### src/rtl/addsub_op_sequencer_if.sv
// Handshake and adder-drive bundle for the add/sub sequencer.
// slave = sequencer side, master = requester/adder/consumer side.
interface addsub_op_sequencer_if #(
  parameter int WIDTH = 4,
  parameter int CNT_W = 8
);
  logic             in_valid;
  logic             in_ready;
  logic [WIDTH-1:0] in_a;
  logic [WIDTH-1:0] in_b;
  logic             in_mode;
  logic             in_chain;
  logic [WIDTH-1:0] add_a;
  logic [WIDTH-1:0] add_b;
  logic             add_mode;
  logic [WIDTH-1:0] add_result;
  logic             add_carry;
  logic             out_valid;
  logic             out_ready;
  logic [WIDTH-1:0] out_result;
  logic             out_carry;
  logic             out_ovf;
  logic             busy;
  logic [CNT_W-1:0] op_count;

  modport slave (
    input  in_valid, in_a, in_b, in_mode, in_chain,
    input  add_result, add_carry, out_ready,
    output in_ready, add_a, add_b, add_mode,
    output out_valid, out_result, out_carry, out_ovf,
    output busy, op_count
  );

  modport master (
    output in_valid, in_a, in_b, in_mode, in_chain,
    output add_result, add_carry, out_ready,
    input  in_ready, add_a, add_b, add_mode,
    input  out_valid, out_result, out_carry, out_ovf,
    input  busy, op_count
  );
endinterface

### src/rtl/addsub_op_sequencer.sv
// Sequencer front-end for a combinational add/sub unit.
// Accepts one op, drives the adder, captures and holds the result.
module addsub_op_sequencer #(
  parameter int WIDTH = 4,
  parameter int CNT_W = 8
) (
  input  logic clk,
  input  logic rst,
  addsub_op_sequencer_if.slave bus
);

  typedef enum logic [1:0] {
    IDLE  = 2'd0,
    DRIVE = 2'd1,
    HOLD  = 2'd2
  } state_t;

  state_t           state_q, state_d;
  logic [WIDTH-1:0] add_a_q, add_a_d;
  logic [WIDTH-1:0] add_b_q, add_b_d;
  logic             add_mode_q, add_mode_d;
  logic [WIDTH-1:0] res_q, res_d;
  logic             carry_q, carry_d;
  logic             ovf_q, ovf_d;
  logic             valid_q, valid_d;
  logic [WIDTH-1:0] last_q, last_d;
  logic [CNT_W-1:0] cnt_q, cnt_d;
  logic             in_ready_q, in_ready_d;
  logic             busy_q, busy_d;
  logic [WIDTH-1:0] beff;

  // Next-state and registered-output computation for the op FSM.
  always_comb begin
    state_d    = state_q;
    add_a_d    = add_a_q;
    add_b_d    = add_b_q;
    add_mode_d = add_mode_q;
    res_d      = res_q;
    carry_d    = carry_q;
    ovf_d      = ovf_q;
    valid_d    = valid_q;
    last_d     = last_q;
    cnt_d      = cnt_q;
    in_ready_d = in_ready_q;
    busy_d     = busy_q;
    beff       = add_mode_q ? ~add_b_q : add_b_q;
    unique case (state_q)
      IDLE: begin
        if (bus.in_valid) begin
          add_a_d    = bus.in_chain ? last_q : bus.in_a;
          add_b_d    = bus.in_b;
          add_mode_d = bus.in_mode;
          in_ready_d = 1'b0;
          busy_d     = 1'b1;
          state_d    = DRIVE;
        end
      end
      DRIVE: begin
        res_d   = bus.add_result;
        carry_d = bus.add_carry;
        ovf_d   = (add_a_q[WIDTH-1] == beff[WIDTH-1]) &&
                  (bus.add_result[WIDTH-1] != add_a_q[WIDTH-1]);
        last_d  = bus.add_result;
        valid_d = 1'b1;
        state_d = HOLD;
      end
      HOLD: begin
        if (bus.out_ready) begin
          valid_d    = 1'b0;
          cnt_d      = cnt_q + CNT_W'(1);
          in_ready_d = 1'b1;
          busy_d     = 1'b0;
          state_d    = IDLE;
        end
      end
      default: begin
        state_d    = IDLE;
        valid_d    = 1'b0;
        in_ready_d = 1'b1;
        busy_d     = 1'b0;
      end
    endcase
  end

  // State and output registers; reset drops any in-flight op.
  always_ff @(posedge clk or posedge rst) begin
    if (rst) begin
      state_q    <= IDLE;
      add_a_q    <= '0;
      add_b_q    <= '0;
      add_mode_q <= 1'b0;
      res_q      <= '0;
      carry_q    <= 1'b0;
      ovf_q      <= 1'b0;
      valid_q    <= 1'b0;
      last_q     <= '0;
      cnt_q      <= '0;
      in_ready_q <= 1'b1;
      busy_q     <= 1'b0;
    end else begin
      state_q    <= state_d;
      add_a_q    <= add_a_d;
      add_b_q    <= add_b_d;
      add_mode_q <= add_mode_d;
      res_q      <= res_d;
      carry_q    <= carry_d;
      ovf_q      <= ovf_d;
      valid_q    <= valid_d;
      last_q     <= last_d;
      cnt_q      <= cnt_d;
      in_ready_q <= in_ready_d;
      busy_q     <= busy_d;
    end
  end

  assign bus.in_ready   = in_ready_q;
  assign bus.add_a      = add_a_q;
  assign bus.add_b      = add_b_q;
  assign bus.add_mode   = add_mode_q;
  assign bus.out_valid  = valid_q;
  assign bus.out_result = res_q;
  assign bus.out_carry  = carry_q;
  assign bus.out_ovf    = ovf_q;
  assign bus.busy       = busy_q;
  assign bus.op_count   = cnt_q;

endmodule

### src/flat_wrapper.sv
// flat-port wrapper written by rule: the top's interface ports become plain ports
module addsub_op_sequencer_flat 
#(
  parameter int WIDTH = 4,
  parameter int CNT_W = 8
)
  (clk, rst, bus_in_valid, bus_in_a, bus_in_b, bus_in_mode, bus_in_chain, bus_add_result, bus_add_carry, bus_out_ready, bus_in_ready, bus_add_a, bus_add_b, bus_add_mode, bus_out_valid, bus_out_result, bus_out_carry, bus_out_ovf, bus_busy, bus_op_count);
  addsub_op_sequencer_if #(.WIDTH(WIDTH), .CNT_W(CNT_W)) bus_i ();
  input  logic clk;
  input  logic rst;
  input wire logic [$bits(bus_i.in_valid)-1:0] bus_in_valid;
  input wire logic [$bits(bus_i.in_a)-1:0] bus_in_a;
  input wire logic [$bits(bus_i.in_b)-1:0] bus_in_b;
  input wire logic [$bits(bus_i.in_mode)-1:0] bus_in_mode;
  input wire logic [$bits(bus_i.in_chain)-1:0] bus_in_chain;
  input wire logic [$bits(bus_i.add_result)-1:0] bus_add_result;
  input wire logic [$bits(bus_i.add_carry)-1:0] bus_add_carry;
  input wire logic [$bits(bus_i.out_ready)-1:0] bus_out_ready;
  output wire logic [$bits(bus_i.in_ready)-1:0] bus_in_ready;
  output wire logic [$bits(bus_i.add_a)-1:0] bus_add_a;
  output wire logic [$bits(bus_i.add_b)-1:0] bus_add_b;
  output wire logic [$bits(bus_i.add_mode)-1:0] bus_add_mode;
  output wire logic [$bits(bus_i.out_valid)-1:0] bus_out_valid;
  output wire logic [$bits(bus_i.out_result)-1:0] bus_out_result;
  output wire logic [$bits(bus_i.out_carry)-1:0] bus_out_carry;
  output wire logic [$bits(bus_i.out_ovf)-1:0] bus_out_ovf;
  output wire logic [$bits(bus_i.busy)-1:0] bus_busy;
  output wire logic [$bits(bus_i.op_count)-1:0] bus_op_count;
  assign bus_i.in_valid = bus_in_valid;
  assign bus_i.in_a = bus_in_a;
  assign bus_i.in_b = bus_in_b;
  assign bus_i.in_mode = bus_in_mode;
  assign bus_i.in_chain = bus_in_chain;
  assign bus_i.add_result = bus_add_result;
  assign bus_i.add_carry = bus_add_carry;
  assign bus_i.out_ready = bus_out_ready;
  assign bus_in_ready = bus_i.in_ready;
  assign bus_add_a = bus_i.add_a;
  assign bus_add_b = bus_i.add_b;
  assign bus_add_mode = bus_i.add_mode;
  assign bus_out_valid = bus_i.out_valid;
  assign bus_out_result = bus_i.out_result;
  assign bus_out_carry = bus_i.out_carry;
  assign bus_out_ovf = bus_i.out_ovf;
  assign bus_busy = bus_i.busy;
  assign bus_op_count = bus_i.op_count;
  addsub_op_sequencer #(.WIDTH(WIDTH), .CNT_W(CNT_W)) u_core (.clk(clk), .rst(rst), .bus(bus_i));
endmodule
### config.mk
export PLATFORM = sky130hd
export DESIGN_NAME = addsub_op_sequencer_flat
export DESIGN_NICKNAME = d
export VERILOG_FILES = /design/src/rtl/addsub_op_sequencer_if.sv /design/src/rtl/addsub_op_sequencer.sv /design/src/flat_wrapper.sv
export SDC_FILE = /design/constraint.sdc
export NUM_CORES = 1
export LEC_CHECK = 0
export BUFFER_PORTS_ARGS = -buffer_cell sky130_fd_sc_hd__buf_2
export CELL_PAD_IN_SITES_DETAIL_PLACEMENT = 0
export CELL_PAD_IN_SITES_GLOBAL_PLACEMENT = 2
export CORE_AREA = 2 2 59 83
export DETAILED_ROUTE_END_ITERATION = 6
export DIE_AREA = 0 0 61 85
export PLACE_DENSITY = 0.79
export SYNTH_ARGS = -nofsm -noshare
export SYNTH_HDL_FRONTEND = slang
export SYNTH_SLANG_ARGS = --single-unit
### constraint.sdc
create_clock -name clk -period 1.5 [get_ports clk]
set_input_delay 0.075 -clock clk [delete_from_list [all_inputs] [get_ports clk]]
set_output_delay 0.075 -clock clk [all_outputs]
set_load 0.05 [all_outputs]
==> flow_summary.toml, run 1 <==
[sta]
clock.fmax_ghz = 0.742
hold_viol_final = 0
tightest_slew_ns = 0.450
whs_ns = 0.0287
period_share = 0.899
setup_tns_ns = 0
finClkSkew_ns = 0.00432
rsz0062_at_grt = "no"
finalSetupViolations = 0
post-route-min-period_ns = 1.35
slew_headroom = 0.700
drv_slew = 0

[final_layout]
layout_commonest_cell = "buf_2"
antenna_cells = 0
final_util = 0.364
final_cell_mix = "buf_2, dfrtp_1, nand2_1"
syn_to_final_growth_pct = 31.7
stdcell_area_mm2 = 0.00163
drive_gt1_frac = 0.384
fin_nets = 180

[floorplan]
die_area_mm2 = 0.00519
initial_utilization = 0.277
core-area_mm2 = 0.00446
io_pins = 45
die_h_um = 85
die_w_um = 61
rows = 29

[place]
dpl.hpwl_mm = 2.03
io_buffers = 44
placed_area_mm2 = 0.00152
gp_congestion = 0.684

[routing]
ant_nets = 0
routedWlPerCell_um = 11.6
drc = 0
firstDrtPassIters = 4
via_per_inst = 4.20
num_vias = 928
drtIter0Drc = 23
routed_wl_mm = 2.56

[clock_network]
cts.path.max_buffers = 2
cts.reportedPaths.clkPinSlew_ns = 0.09
clkLatencyLatePin_ns = 0.27
cts_buffers = 3
cts_root_buffer = "clkbuf_8"
cts_setup_buffers = 0
cts_max_level = 1
cts_tree = "done"
clkSinkCount = 28

[power]
powerDensity_mw_per_mm2 = 2400
p_leak_nw = 0.843
peakVddDrop_v = 0.00114

[worst_setup_path]
setup.worst_path.class = "flip-flop to flip-flop"
cp_max_fo = 7
start_kind = "flip-flop"
crit_required_ns = 1.66
worstSetupEndpointType = "flip-flop"
cp.arrival_ns = 1.51

[yosys]
synth_area_per_cell_um2 = 11.5
yosysSeqAreaShare = 0.568
synth.cell_area_mm2 = 0.00123
synth_fp_nets = 127
yosys_warnings = 0
synth-seq-cells = 28
syn_inst = 107
yosysUniqueCellTypes = 29

[run_status]
status = "finished clean"

[min_path]
min_path_type = "input port to flip-flop"

[global_route]
grt_first_pass_wirelength_mm = 4.26
grt_pass1_vias = 949
antenna_found_initial = 0
grt.overflow.total = 0
track_usage = 0.106
grt_max_degree = 18

[job]
cap_violations = 0
==> worst paths after layout <==
path	start	to	slack, ns	cells after the start
worst max-delay path	u_core.state_q[0]	u_core.bus.add_b[1]	0.15	2
worst min-delay path	bus_add_result[3]	u_core.bus.out_result[3]	0.03	3
worst max register to register	u_core.state_q[0]	u_core.bus.add_b[1]	0.15	2
worst min register to register	u_core.bus.op_count[7]	u_core.bus.op_count[7]	0.47	1
max in group asynchronous	rst	u_core.state_q[1]	0.56	4
min in group asynchronous	rst	u_core.bus.op_count[6]	0.34	3
==> worst max-delay path, cell delays in order (launching register included) <==
cell,delay (ns)
dfrtp_1,0.47
nor3b_4,0.40
mux2_2,0.38
==> kinds of logic (layout without fill, tap and decap cells) <==
logic type,count (synthesis),after routing,synth area share
AO/OA/AOI/OAI,11,11,0.0507
buffers and inverters,8,60,0.0425
AND/OR/NAND/NOR,40,40,0.173
XOR/XNOR,8,8,0.0567
adder cells (fa/ha/maj),1,1,0.0101
flip-flops,28,28,0.568
multiplexers,11,11,0.0983
==> per-layer routing <==
metal	GRT usage	up-vias	share of wire
li1	-	456	-
met1	0.132	436	0.45
met2	0.175	36	0.48
met3	0.0290	0	0.074
met4	0.0296	0	0
met5	0	-	0
==> power by group <==
part	internal, W	leakage (nW)	switching [W]
clock	0.000235	0.0288	0.000224
sequential	0.00108	0.340	0.000256
combinational	0.000601	0.474	0.00151
==> area by class of cell <==
class / instances / area, µm²
fillers: 475 / 2840
flip-flops and latches: 28 / 702
multi-input cells: 71 / 480
repair buffers: 53 / 300
well taps: 62 / 77.6
clock buffers: 4 / 55.1
inverters: 3 / 11.3
==> repair_timing <==
item / in CTS / in global routing
hold buffers: 4 / 1
endpoints found under the hold margin: 13 / 1
resized for setup: 0 / 0
==> per-stage QoR <==
stage	instances	total power (W)	setup slack, ns
global placement	212	0.00345	0.202
floorplan	107	0.00301	0.00432
finish	221	0.00391	0.152
detailed placement	212	0.00349	0.149
global route	221	0.00415	0.0573
CTS	220	0.00397	0.125
==> state kept, by name (all words and copies together) (netlist names) <==
signal and cells:
u_core.bus.op_count 8, u_core.state_q 2, u_core.bus.out_carry 1, u_core.bus.out_result 4, u_core.bus.out_ovf 1, u_core.bus.add_b 4
u_core.bus.in_ready 1, u_core.bus.busy 1, u_core.bus.add_mode 1, u_core.bus.add_a 4, u_core.bus.out_valid 1
==> cell usage after synthesis (all sizes together) <==
cell type,count,area share
ha,1,0.010
dfstp,1,0.021
o22a,1,0.0071
mux2,6,0.058
a21oi,5,0.020
o21a,1,0.0061
o22ai,1,0.0051
nor2b,4,0.020
buf,4,0.030
xor2,4,0.028
mux2i,5,0.041
and4b,1,0.0081
nand3b,1,0.016
dfrtp,27,0.55
nor3,2,0.0081
inv,3,0.0091
nand3,3,0.012
nand2b,2,0.010
o21ai,3,0.012
nand4,1,0.0051
clkbuf,1,0.0030
and3,1,0.0051
nor3b,1,0.015
nand2,17,0.052
xnor2,4,0.028
nor2,7,0.021
(Power assumes the default switching activity.)
==> run 2, diff against run 1 <==
ABC_AREA = 1   (was unset)
CORE_AREA = 2 2 60 85   (was 2 2 59 83)
CTS_CLUSTER_SIZE = 12   (was unset)
DIE_AREA = 0 0 62 87   (was 0 0 61 85)
PLACE_DENSITY = 0.82   (was 0.79)
==> flow_summary.toml, run 2 <==
[yosys]
yosysSeqAreaShare = 0.553
ys.flop_type = "dfrtp_1"
synth_fp_nets = 162
synth.cell_area_mm2 = 0.00127
synthTopCellsByCount = "nand2_1, dfrtp_1, inv_1"
synth-edff-count = 0
ys_async_sr_fraction = 1.00
yosysUniqueCellTypes = 21
yosys_warnings = 0
synth_area_leaders = "dfrtp_1, nand2_1, inv_1"
synth_area_per_cell_um2 = 8.94
yosysTopAreaCell = "dfrtp_1"
yosysMostFrequentCell = "nand2_1"
synth_top_area_frac = 0.532
synth-seq-cells = 28
syn_inst = 142

[floorplan]
io_pins = 45
die_area_mm2 = 0.00539
die_w_um = 62
core-area_mm2 = 0.00469
die_h_um = 87
rows = 30
initial_utilization = 0.271

[power]
peakVddDrop_v = 0.00134
pwr-share-clk = 0.111
share_seq_of_total_power = 0.348
internal_power_w = 0.00176
p_leak_nw = 0.955
p_switching_w = 0.00205
pwr-share-comb = 0.540
switching_share = 0.538
power_w = 0.00380
powerDensity_mw_per_mm2 = 2220

[worst_setup_path]
r2r_start = "u_core.bus.op_count[0]"
reg2reg_slack_ns = 0.35
r2r-end = "u_core.bus.op_count[6]"
cp.arrival_ns = 1.33
cp_max_fo = 4
crit_required_ns = 1.68
worstSetupEndpointType = "flip-flop"
r2r_cells = 6
setup.worst_path.class = "flip-flop to flip-flop"
start_kind = "flip-flop"

[global_route]
grt_pass1_vias = 1064
antenna_found_initial = 0
grt_max_degree = 29
track_usage = 0.113
grt.overflow.total = 0
grt_first_pass_wirelength_mm = 4.62

[final_layout]
drive_gt1_frac = 0.302
layout_commonest_cell = "nand2_1"
syn_to_final_growth_pct = 35.0
fin_nets = 220
stdcell_area_mm2 = 0.00171
final_cell_mix = "nand2_1, buf_2, dfrtp_1"
antenna_cells = 0
largest_reg_flops = 8

[routing]
ant_nets = 0
via_per_inst = 4.21
num_vias = 1108
routed_wl_mm = 2.73
drtIter0Drc = 37
drc = 0
routedWlPerCell_um = 10.4
firstDrtPassIters = 4

[sta]
slew_headroom = 0.828
finClkSkew_ns = 0.00636
rsz0062_at_grt = "no"
worst_slack_ns = 0.351
period_share = 0.766
clock.fmax_ghz = 0.871
setup_tns_ns = 0
drv_slew = 0
finalSetupViolations = 0
tightest_slew_ns = 0.260
hold_viol_final = 0
post-route-min-period_ns = 1.15

[place]
placed_area_mm2 = 0.00158
io_buffers = 44
gp_congestion = 0.757
place_ws_ns = 0.341
dpl.hpwl_mm = 2.05

[clock_network]
cts_buffers = 3
cts.reportedPaths.clkPinSlew_ns = 0.09
cts_max_level = 1
clkLatencyLatePin_ns = 0.28
cts.path.max_buffers = 2
clkSinkCount = 28
cts_root_buffer = "clkbuf_8"
cts_setup_buffers = 0
cts_tree = "done"

[min_path]
hold_path_depth = 3
holdCritStartpoint = "bus_in_b[3]"
hold_end = "u_core.bus.add_b[3]"
min_path_type = "input port to flip-flop"

[run_status]
status = "finished clean"

[job]
cap_violations = 0
==> run 2: what timing repair did <==
action | CTS | global route
gates resized for setup | 0 | 0
hold buffers | 9 | 0
endpoints found under the hold margin | 35 | 0
==> run 2: area by class of cell <==
type                            count  area (µm²)
Inverter                           20        75.1
Multi-Input combinational cell     93         482
Timing Repair Buffer               54         330
Clock buffer                        4        45.0
Tap cell                           64        80.1
Sequential cell                    28         702
Fill cell                         510        2980
==> run 2: power groups by stage <==
stage               Combinational (W)  Sequential, W  Clock (W)
finish                        0.00205        0.00132   0.000422
global route                  0.00222        0.00138   0.000471
CTS                           0.00208        0.00133   0.000441
detailed placement            0.00207        0.00134          0
global placement              0.00206        0.00134          0
floorplan                    0.000606        0.00232          0
==> run 2: layer usage <==
layer	share of wire	global-route usage
met5	0	0
met4	0.016	0.0406
met3	0.067	0.0208
met2	0.49	0.188
met1	0.43	0.142
==> run 2: kinds of logic after synthesis <==
kind of cell               synth area share
and+or+nand+nor                       0.279
DFF                                   0.553
adders and majority gates           0.00985
AOI/OAI and AO/OA                    0.0630
xor gates and xnor gates             0.0276
buffers and inverters                0.0680
==> run 2: worst max-delay path, stage by stage (launching register included) <==
cell and delay (ns):
dfrtp_1 0.42, ha_1 0.19, nand3_1 0.12, nor2_4 0.15, nand3_1 0.08, nand2_1 0.07, inv_1 0.03
==> run 2: worst max-delay path by stage <==
stage                           startpoint                      to
floorplan           u_core.bus.op_count[0]  u_core.bus.op_count[6]
global placement         u_core.state_q[1]     u_core.bus.add_mode
detailed placement       u_core.state_q[1]     u_core.bus.add_b[3]
CTS                 u_core.bus.op_count[0]  u_core.bus.op_count[6]
global route             u_core.state_q[1]     u_core.bus.add_b[3]
finish              u_core.bus.op_count[0]  u_core.bus.op_count[6]
==> run 2: metrics by stage <==
step | std cells | utilization | hold WS [ns]
floorplan | 142 | - | 0.140
detailed placement | 250 | 0.337 | 0.128
global route | 263 | 0.365 | 0.0292
global placement | 250 | 0.337 | 0.122
finish | 263 | 0.365 | 0.0121
CTS | 263 | 0.365 | 0.0110
